<file path="config.mk">
export PLATFORM = sky130hd
export DESIGN_NAME = dmem_arbiter
export DESIGN_NICKNAME = d
export VERILOG_FILES = /design/src/rtl/dmem_arb_pkg.sv /design/src/rtl/rr_pick2.sv /design/src/rtl/dmem_arbiter.sv
export SDC_FILE = /design/constraint.sdc
export NUM_CORES = 1
export LEC_CHECK = 0
export CAP_MARGIN = 20
export CORE_AREA = 2 2 106 108
export CTS_CLUSTER_SIZE = 25
export DETAILED_ROUTE_END_ITERATION = 7
export DIE_AREA = 0 0 108 110
export PLACE_DENSITY = 0.73
export SLEW_MARGIN = 10
export SYNTH_ARGS = -nofsm -noshare
export SYNTH_HDL_FRONTEND = slang
export SYNTH_SLANG_ARGS = --single-unit
</file>
<file path="constraint.sdc">
create_clock -name clk_i -period 5.8 [get_ports clk_i]
set_input_delay 0.58 -clock clk_i [delete_from_list [all_inputs] [get_ports clk_i]]
set_output_delay 0.58 -clock clk_i [all_outputs]
set_load 0.03 [all_outputs]
</file>
<file path="src/rtl/dmem_arb_pkg.sv">
// Shared definitions for the data-memory arbiter.
// Holds requester IDs, the last-grant state encoding and default widths/depth.
package dmem_arb_pkg;

  // Requester IDs, used as the select of the memory-side mux.
  localparam logic REQ_CORE = 1'b0;
  localparam logic REQ_DBG  = 1'b1;

  // Last-grant state: records which requester owned the most recent beat.
  typedef enum logic {
    LastCore = 1'b0,
    LastDbg  = 1'b1
  } last_gnt_e;

  localparam int unsigned DEF_DATA_W    = 32;
  localparam int unsigned DEF_ADDR_W    = 32;
  localparam int unsigned DEF_MEM_DEPTH = 64;

endpackage

</file>
<file path="src/rtl/rr_pick2.sv">
// Two-way round-robin picker with a force input for the debug requester.
// Ports:
//   core_req_i, dbg_req_i : requests
//   last_dbg_i            : 1 when the debug port owned the most recent grant
//   force_dbg_i           : lock in force; debug wins whenever it requests
//   core_gnt_o, dbg_gnt_o : one-hot (or zero) grants
module rr_pick2 (
  input  logic core_req_i,
  input  logic dbg_req_i,
  input  logic last_dbg_i,
  input  logic force_dbg_i,
  output logic core_gnt_o,
  output logic dbg_gnt_o
);

  always_comb begin
    // Debug wins when forced, when uncontested, or when core had the last turn.
    dbg_gnt_o  = dbg_req_i & (force_dbg_i | ~core_req_i | ~last_dbg_i);
    core_gnt_o = core_req_i & ~dbg_gnt_o;
  end

endmodule

</file>
<file path="src/rtl/dmem_arbiter.sv">
// Arbiter sharing a single-port data memory between the core load/store path
// and the debug/loader port. Grants are combinational; each granted beat gets
// a registered response one cycle later. Debug may hold the grant for up to
// MAX_BURST consecutive beats using dbg_lock_i.
// Ports:
//   clk_i, reset_ni                        : clock, async active-low reset
//   core_*_i / dbg_*_i                     : requester req/we/addr/wdata
//   dbg_lock_i                             : debug asks to keep the grant
//   core_gnt_o, dbg_gnt_o, core_stall_o    : handshake to requesters
//   core_rvalid_o, dbg_rvalid_o            : response owner (one cycle)
//   rsp_err_o, rsp_rdata_o                 : response status and load data
//   mem_re_o, mem_we_o, mem_addr_o,
//   mem_wdata_o, mem_rdata_i               : memory side
module dmem_arbiter
  import dmem_arb_pkg::*;
#(
  parameter int unsigned DATA_W    = DEF_DATA_W,
  parameter int unsigned ADDR_W    = DEF_ADDR_W,
  parameter int unsigned MEM_DEPTH = DEF_MEM_DEPTH,
  parameter int unsigned MAX_BURST = 8
) (
  input  logic              clk_i,
  input  logic              reset_ni,
  input  logic              core_req_i,
  input  logic              core_we_i,
  input  logic [ADDR_W-1:0] core_addr_i,
  input  logic [DATA_W-1:0] core_wdata_i,
  output logic              core_gnt_o,
  output logic              core_stall_o,
  input  logic              dbg_req_i,
  input  logic              dbg_we_i,
  input  logic [ADDR_W-1:0] dbg_addr_i,
  input  logic [DATA_W-1:0] dbg_wdata_i,
  input  logic              dbg_lock_i,
  output logic              dbg_gnt_o,
  output logic              core_rvalid_o,
  output logic              dbg_rvalid_o,
  output logic              rsp_err_o,
  output logic [DATA_W-1:0] rsp_rdata_o,
  output logic              mem_re_o,
  output logic              mem_we_o,
  output logic [ADDR_W-1:0] mem_addr_o,
  output logic [DATA_W-1:0] mem_wdata_o,
  input  logic [DATA_W-1:0] mem_rdata_i
);

  localparam int unsigned CntW = $clog2(MAX_BURST + 1);
  localparam logic [CntW-1:0] CntMax = CntW'(MAX_BURST);

  last_gnt_e       state_q, state_d;
  logic [CntW-1:0] burst_cnt_q, burst_cnt_d;
  logic            core_rvalid_q, dbg_rvalid_q, rsp_err_q;
  logic [DATA_W-1:0] rsp_rdata_q;

  logic              last_dbg;
  logic              lock_force;
  logic              pick_core, pick_dbg;
  logic              core_gnt, dbg_gnt, any_gnt;
  logic              sel_id;
  logic              sel_we;
  logic [ADDR_W-1:0] sel_addr;
  logic [DATA_W-1:0] sel_wdata;
  logic              in_range;
  logic              do_read, do_write;

  // Last-grant FSM: state register.
  always_ff @(posedge clk_i or negedge reset_ni) begin
    if (!reset_ni) begin
      state_q <= LastDbg;
    end else begin
      state_q <= state_d;
    end
  end

  // Last-grant FSM: next state.
  always_comb begin
    state_d = state_q;
    if (core_gnt) begin
      state_d = LastCore;
    end else if (dbg_gnt) begin
      state_d = LastDbg;
    end
  end

  // Last-grant FSM: output decode.
  always_comb begin
    last_dbg = (state_q == LastDbg);
  end

  // burst_cnt counts consecutive debug grants, so a non-zero value also means
  // debug was granted in the previous cycle.
  always_comb begin
    lock_force = dbg_req_i & dbg_lock_i & last_dbg &
                 (burst_cnt_q != '0) & (burst_cnt_q < CntMax);
  end

  rr_pick2 u_pick (
    .core_req_i  (core_req_i),
    .dbg_req_i   (dbg_req_i),
    .last_dbg_i  (last_dbg),
    .force_dbg_i (lock_force),
    .core_gnt_o  (pick_core),
    .dbg_gnt_o   (pick_dbg)
  );

  always_comb begin
    // Nothing is granted while reset is held.
    core_gnt  = pick_core & reset_ni;
    dbg_gnt   = pick_dbg & reset_ni;
    any_gnt   = core_gnt | dbg_gnt;
    sel_id    = dbg_gnt ? REQ_DBG : REQ_CORE;
    sel_we    = (sel_id == REQ_DBG) ? dbg_we_i    : core_we_i;
    sel_addr  = (sel_id == REQ_DBG) ? dbg_addr_i  : core_addr_i;
    sel_wdata = (sel_id == REQ_DBG) ? dbg_wdata_i : core_wdata_i;
    in_range  = (sel_addr < ADDR_W'(MEM_DEPTH));
    do_read   = any_gnt & ~sel_we & in_range;
    do_write  = any_gnt & sel_we & in_range;
  end

  always_comb begin
    burst_cnt_d = '0;
    if (dbg_gnt) begin
      burst_cnt_d = (burst_cnt_q == CntMax) ? burst_cnt_q : burst_cnt_q + CntW'(1);
    end
  end

  always_ff @(posedge clk_i or negedge reset_ni) begin
    if (!reset_ni) begin
      burst_cnt_q   <= '0;
      core_rvalid_q <= 1'b0;
      dbg_rvalid_q  <= 1'b0;
      rsp_err_q     <= 1'b0;
      rsp_rdata_q   <= '0;
    end else begin
      burst_cnt_q   <= burst_cnt_d;
      core_rvalid_q <= core_gnt;
      dbg_rvalid_q  <= dbg_gnt;
      rsp_err_q     <= any_gnt & ~in_range;
      rsp_rdata_q   <= do_read ? mem_rdata_i : '0;
    end
  end

  always_comb begin
    core_gnt_o    = core_gnt;
    dbg_gnt_o     = dbg_gnt;
    core_stall_o  = core_req_i & ~core_gnt & reset_ni;
    mem_re_o      = do_read;
    mem_we_o      = do_write;
    mem_addr_o    = any_gnt ? sel_addr  : '0;
    mem_wdata_o   = any_gnt ? sel_wdata : '0;
    core_rvalid_o = core_rvalid_q;
    dbg_rvalid_o  = dbg_rvalid_q;
    rsp_err_o     = rsp_err_q;
    rsp_rdata_o   = rsp_rdata_q;
  end

endmodule

</file>
[After elaboration in Yosys (flattened, before gate mapping)]
Cells that the tools add are included.
W data, S select, Z words.
Storage, ports and cells
  bits of input ports: 167
  bits in registers: 40
  word-level logic and storage cells: 48
  output and inout bits: 104
Cells by class
  eq/ne operators: 2
  add/subtract/negate cells: 1
  muxes and demuxes: 11
  magnitude comparators: 2
  reductions and logical operators: 2
  bitwise gates (word level): 24
Operators with widths (number)
  $mux W32: 5
  $lt A32 B7 Y1 const B: 1
  $and A1 B1 Y1: 15
  $mux W4: 2
  $not A1 Y1: 6
  $add A4 B1 Y4 const B: 1
  $eq A4 B4 Y1 const B: 1
  $lt A4 B4 Y1 const B: 1
  $mux W1: 4
  $reduce_bool A4 Y1: 1
  $or A1 B1 Y1: 3
  $ne A2 B2 Y1 const B: 1
  $reduce_bool A2 Y1: 1

[Logic depth before layout (Yosys ltp)]
  depth after elaboration: 14
  gate-level depth with buffers: 10
  depth with buffers taken out: 8

[Hierarchy]
Synthesis repeated with hierarchy kept, for this count alone.
Second synthesis, totals
  cells, all modules: 221
  area, all modules: 2561.2 sq um
Modules (own cells, without submodules)
  dmem_arbiter: times used 1, seq. area each 1002.2 sq um, area each 2531.2 sq um, cells each 217
  rr_pick2: times used 1, seq. area each 0.0 sq um, area each 30.0 sq um, cells each 4

[Worst setup path after synthesis]
No wires, ideal clock.
  path type: input-to-output
  start point: input port reset_ni
  end point: output port mem_addr_o[10]
  path slack: 3.120 ns
  cell stages on the path: 6
  data required time: 5.220 ns
  path buffers: 3
  data arrival time: 2.100 ns
  path through: buf_2 and2_1 buf_2 clkbuf_1 nand2_1 o21ai_0
On the way
  word-level cells in the longest chain between the ends: 4
  elaborated cells on any way between the ends: 6
  those cells by class: mux (3); bitwise (3)
RTL lines
  from (decl): line dmem_arbiter.sv:23  | input logic reset_ni,
  $and A1 B1 Y1: line dmem_arbiter.sv:109  | dbg_gnt = pick_dbg & reset_ni;
  $mux W1: line dmem_arbiter.sv:111  | sel_id = dbg_gnt ? REQ_DBG : REQ_CORE;
  $mux W32: line dmem_arbiter.sv:113  | sel_addr = (sel_id == REQ_DBG) ? dbg_addr_i : core_addr_i;
  $mux W32 (*): line dmem_arbiter.sv:149  | mem_addr_o = any_gnt ? sel_addr : '0;
  to (decl): line dmem_arbiter.sv:42  | output logic [ADDR_W-1:0] mem_addr_o,
Mark *: on every way between the ends. The rest lies on a longest branch, timed or not.

[Final worst setup path]
  start point: input port dbg_lock_i
  end point: output port mem_wdata_o[18]
On the way
  word-level cells in the longest chain between the ends: 12
  elaborated cells on any way between the ends: 15
  those cells by class: mux (3); bitwise (12)
RTL lines
  from (decl): line dmem_arbiter.sv:34  | input logic dbg_lock_i,
  $and A1 B1 Y1 (*) (3 in a row): line dmem_arbiter.sv:93  | lock_force = dbg_req_i & dbg_lock_i & last_dbg &
  $and A1 B1 Y1 (*): line dmem_arbiter.sv:94  | (burst_cnt_q != '0) & (burst_cnt_q < CntMax);
  $or A1 B1 Y1 (*) (2 in a row): line rr_pick2.sv:18  | dbg_gnt_o = dbg_req_i & (force_dbg_i | ~core_req_i | ~last_dbg_i);
  $and A1 B1 Y1 (*): line rr_pick2.sv:18
  $not A1 Y1: line rr_pick2.sv:19  | core_gnt_o = core_req_i & ~dbg_gnt_o;
  $and A1 B1 Y1: line rr_pick2.sv:19
  $and A1 B1 Y1: line dmem_arbiter.sv:108  | core_gnt = pick_core & reset_ni;
  $or A1 B1 Y1: line dmem_arbiter.sv:110  | any_gnt = core_gnt | dbg_gnt;
  $mux W32 (*): line dmem_arbiter.sv:150  | mem_wdata_o = any_gnt ? sel_wdata : '0;
  to (decl): line dmem_arbiter.sv:43  | output logic [DATA_W-1:0] mem_wdata_o,
Marks and branches as above.

==> impl_metrics.toml <==
[logic_synthesis]
synthCells = 387
synth_flop_cell = "dfrtp_1"
synth-seq-cells = 40
syn_area_sq_um = 2680
yosysMostFrequentCell = "nand2_1"
synthArstFlopShare = 1.00
synth_edf_count = 0
ys_top_cells_by_area = "dfrtp_1 (36%), nand2_1 (23%), nand3_1 (8.0%)"
synth_cell_types = 33
synth_common_cells = "nand2_1 (165), nand3_1 (43), dfrtp_1 (39)"
synth_fp_nets = 556
yosysWarnings = 0
synth_area_per_cell_sq_um = 6.92
synth-seq-area-share = 0.374
synth_top_area_share = 0.364
yosysTopAreaCell = "dfrtp_1"

[drt]
drtIter0Drc = 140
avgViaCountPerCell = 4.57
dr_total_vias = 3549
drcViolationCount = 0
dr.pass1.iters = 6
wl_per_cell_microns = 14.3
drtAntennaViolNets = 0
wirelength_microns = 11100

[final_layout]
multi_input_area_sq_um = 1460
n_antenna_cell = 0
fin_area_sq_um = 5470
fillerInstances = 1021
fin_cells = 777
syn_to_final_growth_pct = 104
fin_nets = 806
drive_gt1_frac = 0.0345
regArea_sq_um = 1000

[setup_path]
worstPathArrival_ps = 3860
worst_ep_required_time_ps = 5220
crit_path_start_kind = "input port"
path_max_fanout = 92
cp-end-kind = "primary output"
crit_type = "in2out"

[die]
start_util = 0.250
dieArea_sq_um = 11900
dieHeight_microns = 110
die_w_microns = 108
ios = 271
core_area_sq_um = 10700
rows = 38

[outcome]
status = "completed"

[timing]
finalCritPeriodShare = 0.766
worst_pin_slew_ps = 836
max-slew-margin-rel = 0.443
drv_slew = 0
finalSetupViolCount = 0
rsz0062_at_grt = "false"
final_hold_viol_count = 0
tns_ps = 0
fin_skew_ps = 8.63
fmax_mhz = 225
min_period_ps = 4440

[clock_tree]
clk_latency_ps = 280
numCtsBuffers = 5
cts_max_path_buffers = 2
post_cts_resize_count = 0
cts.sinks = 40
cts_setup_buffers = 0
holdBufCountCts = 0
cts.htree.levels = 2
cts_tree = "yes"
clkTransAtPathRegs_ps = 80
cts_root_buf = "clkbuf_8"

[global_route]
grt_pass1_wl_microns = 16300
track_usage = 0.171
grt_max_degree = 93
grt_pass1_vias = 3455
overflow = 0
antenna_found_initial = 0

[power]
netSwitchingFraction = 0.332
combPwrFrac = 0.442
ir_drop_mv = 0.0871
p_sw_mw = 0.270
p_int_mw = 0.545
cellLeakagePower_nw = 2.25
powerDensity_nw_per_um2 = 149
p_clk_frac = 0.208
pwr-share-seq = 0.350

[place]
dp.cells = 770
dpl-instance-area_sq_um = 5390
gp_congestion = 0.876
port_buffers = 270
place_hpwl_microns = 8860

[worst_hold_path]
hp-class = "in2async"

[run]
cap_violations = 0
==> metrics by stage <==
step | total power [mW] | utilization | hold WS (ps) | worst slack [ps]
floorplan | 0.451 | - | 284 | 3120
global placement | 0.649 | 0.504 | 439 | 1430
detailed placement | 0.651 | 0.504 | 441 | 1390
CTS | 0.827 | 0.511 | 122 | 1370
global route | 0.862 | 0.511 | 133 | 1110
finish | 0.816 | 0.511 | 135 | 1360
==> kinds of logic after synthesis <==
kind of cell / after synthesis / synth area share
adder cells (fa/ha/maj): 2 / 0.00934
flip-flops: 40 / 0.374
AND/OR/NAND/NOR: 270 / 0.443
XOR/XNOR: 2 / 0.00654
buffers and inverters: 37 / 0.0799
multiplexers: 2 / 0.0121
AO/OA/AOI/OAI: 34 / 0.0752
==> worst max-delay path, stage by stage <==
cell	delay (ps)
clkdlybuf4s50_1	470
inv_1	80
o311ai_4	330
nand3_4	470
inv_2	250
buf_4	650
nand2_1	120
nand2_1	140
clkdlybuf4s50_1	690
==> power groups by stage <==
stage                     clock [mW]  combinational, mW  sequential [mW]
final                          0.170              0.361            0.285
after global routing           0.191              0.385            0.286
after CTS                      0.179              0.363            0.285
after detailed placement           0              0.360            0.291
after global placement             0              0.358            0.291
after floorplan                    0              0.157            0.294
==> registers in the layout, summed over array words and instances, names as in the netlist <==
register / count
dbg_rvalid_o: 1
core_rvalid_o: 1
last_dbg: 1
rsp_err_o: 1
rsp_rdata_o: 32
burst_cnt_q: 4
==> cell usage in the layout (no fill, tap or decap), types with 2 or more instances in the layout <==
cell / n
nand3_1: 43
inv_1: 5
nand4_1: 2
nor4_1: 12
nor2_1: 7
dfrtp_1: 39
nor3_1: 32
nand2_1: 165
o21ai_0: 24
xnor2_1: 2
buf_4: 4
ha_1: 2
clkbuf_8: 5
a21oi_1: 3
o21ai_1: 4
clkdlybuf4s50_1: 269
==> worst paths after layout <==
check | to | slack [ps] | startpoint | cells past startpoint
max in group asynchronous | rsp_rdata_o[27]$_DFF_PN0_ | 4720 | reset_ni | 2
hold / removal | burst_cnt_q[0]$_DFFE_PN0P_ | 130 | reset_ni | 1
setup / recovery | mem_wdata_o[18] | 1360 | dbg_lock_i | 9
hold reg to reg | last_dbg$_DFFE_PN1P_ | 490 | last_dbg$_DFFE_PN1P_ | 2
min in group clk_i | last_dbg$_DFFE_PN1P_ | 490 | last_dbg$_DFFE_PN1P_ | 2
setup reg to reg | rsp_rdata_o[19]$_DFF_PN0_ | 3200 | burst_cnt_q[0]$_DFFE_PN0P_ | 8
==> area by class of cell <==
class / instances / area share
inverter: 6 / 0.00412
tap: 140 / 0.0320
clock buffer: 5 / 0.0126
multi-input combinational: 310 / 0.267
timing repair buffer: 274 / 0.499
clock inverter: 2 / 0.00229
sequential: 40 / 0.183
==> layer usage <==
metal  global-route usage  share of wire
met5                    0              0
met4               0.0623          0.022
met3               0.0347          0.064
met2                0.327           0.54
met1                0.185           0.37
Note: power is estimated with default switching activity, not from simulation.
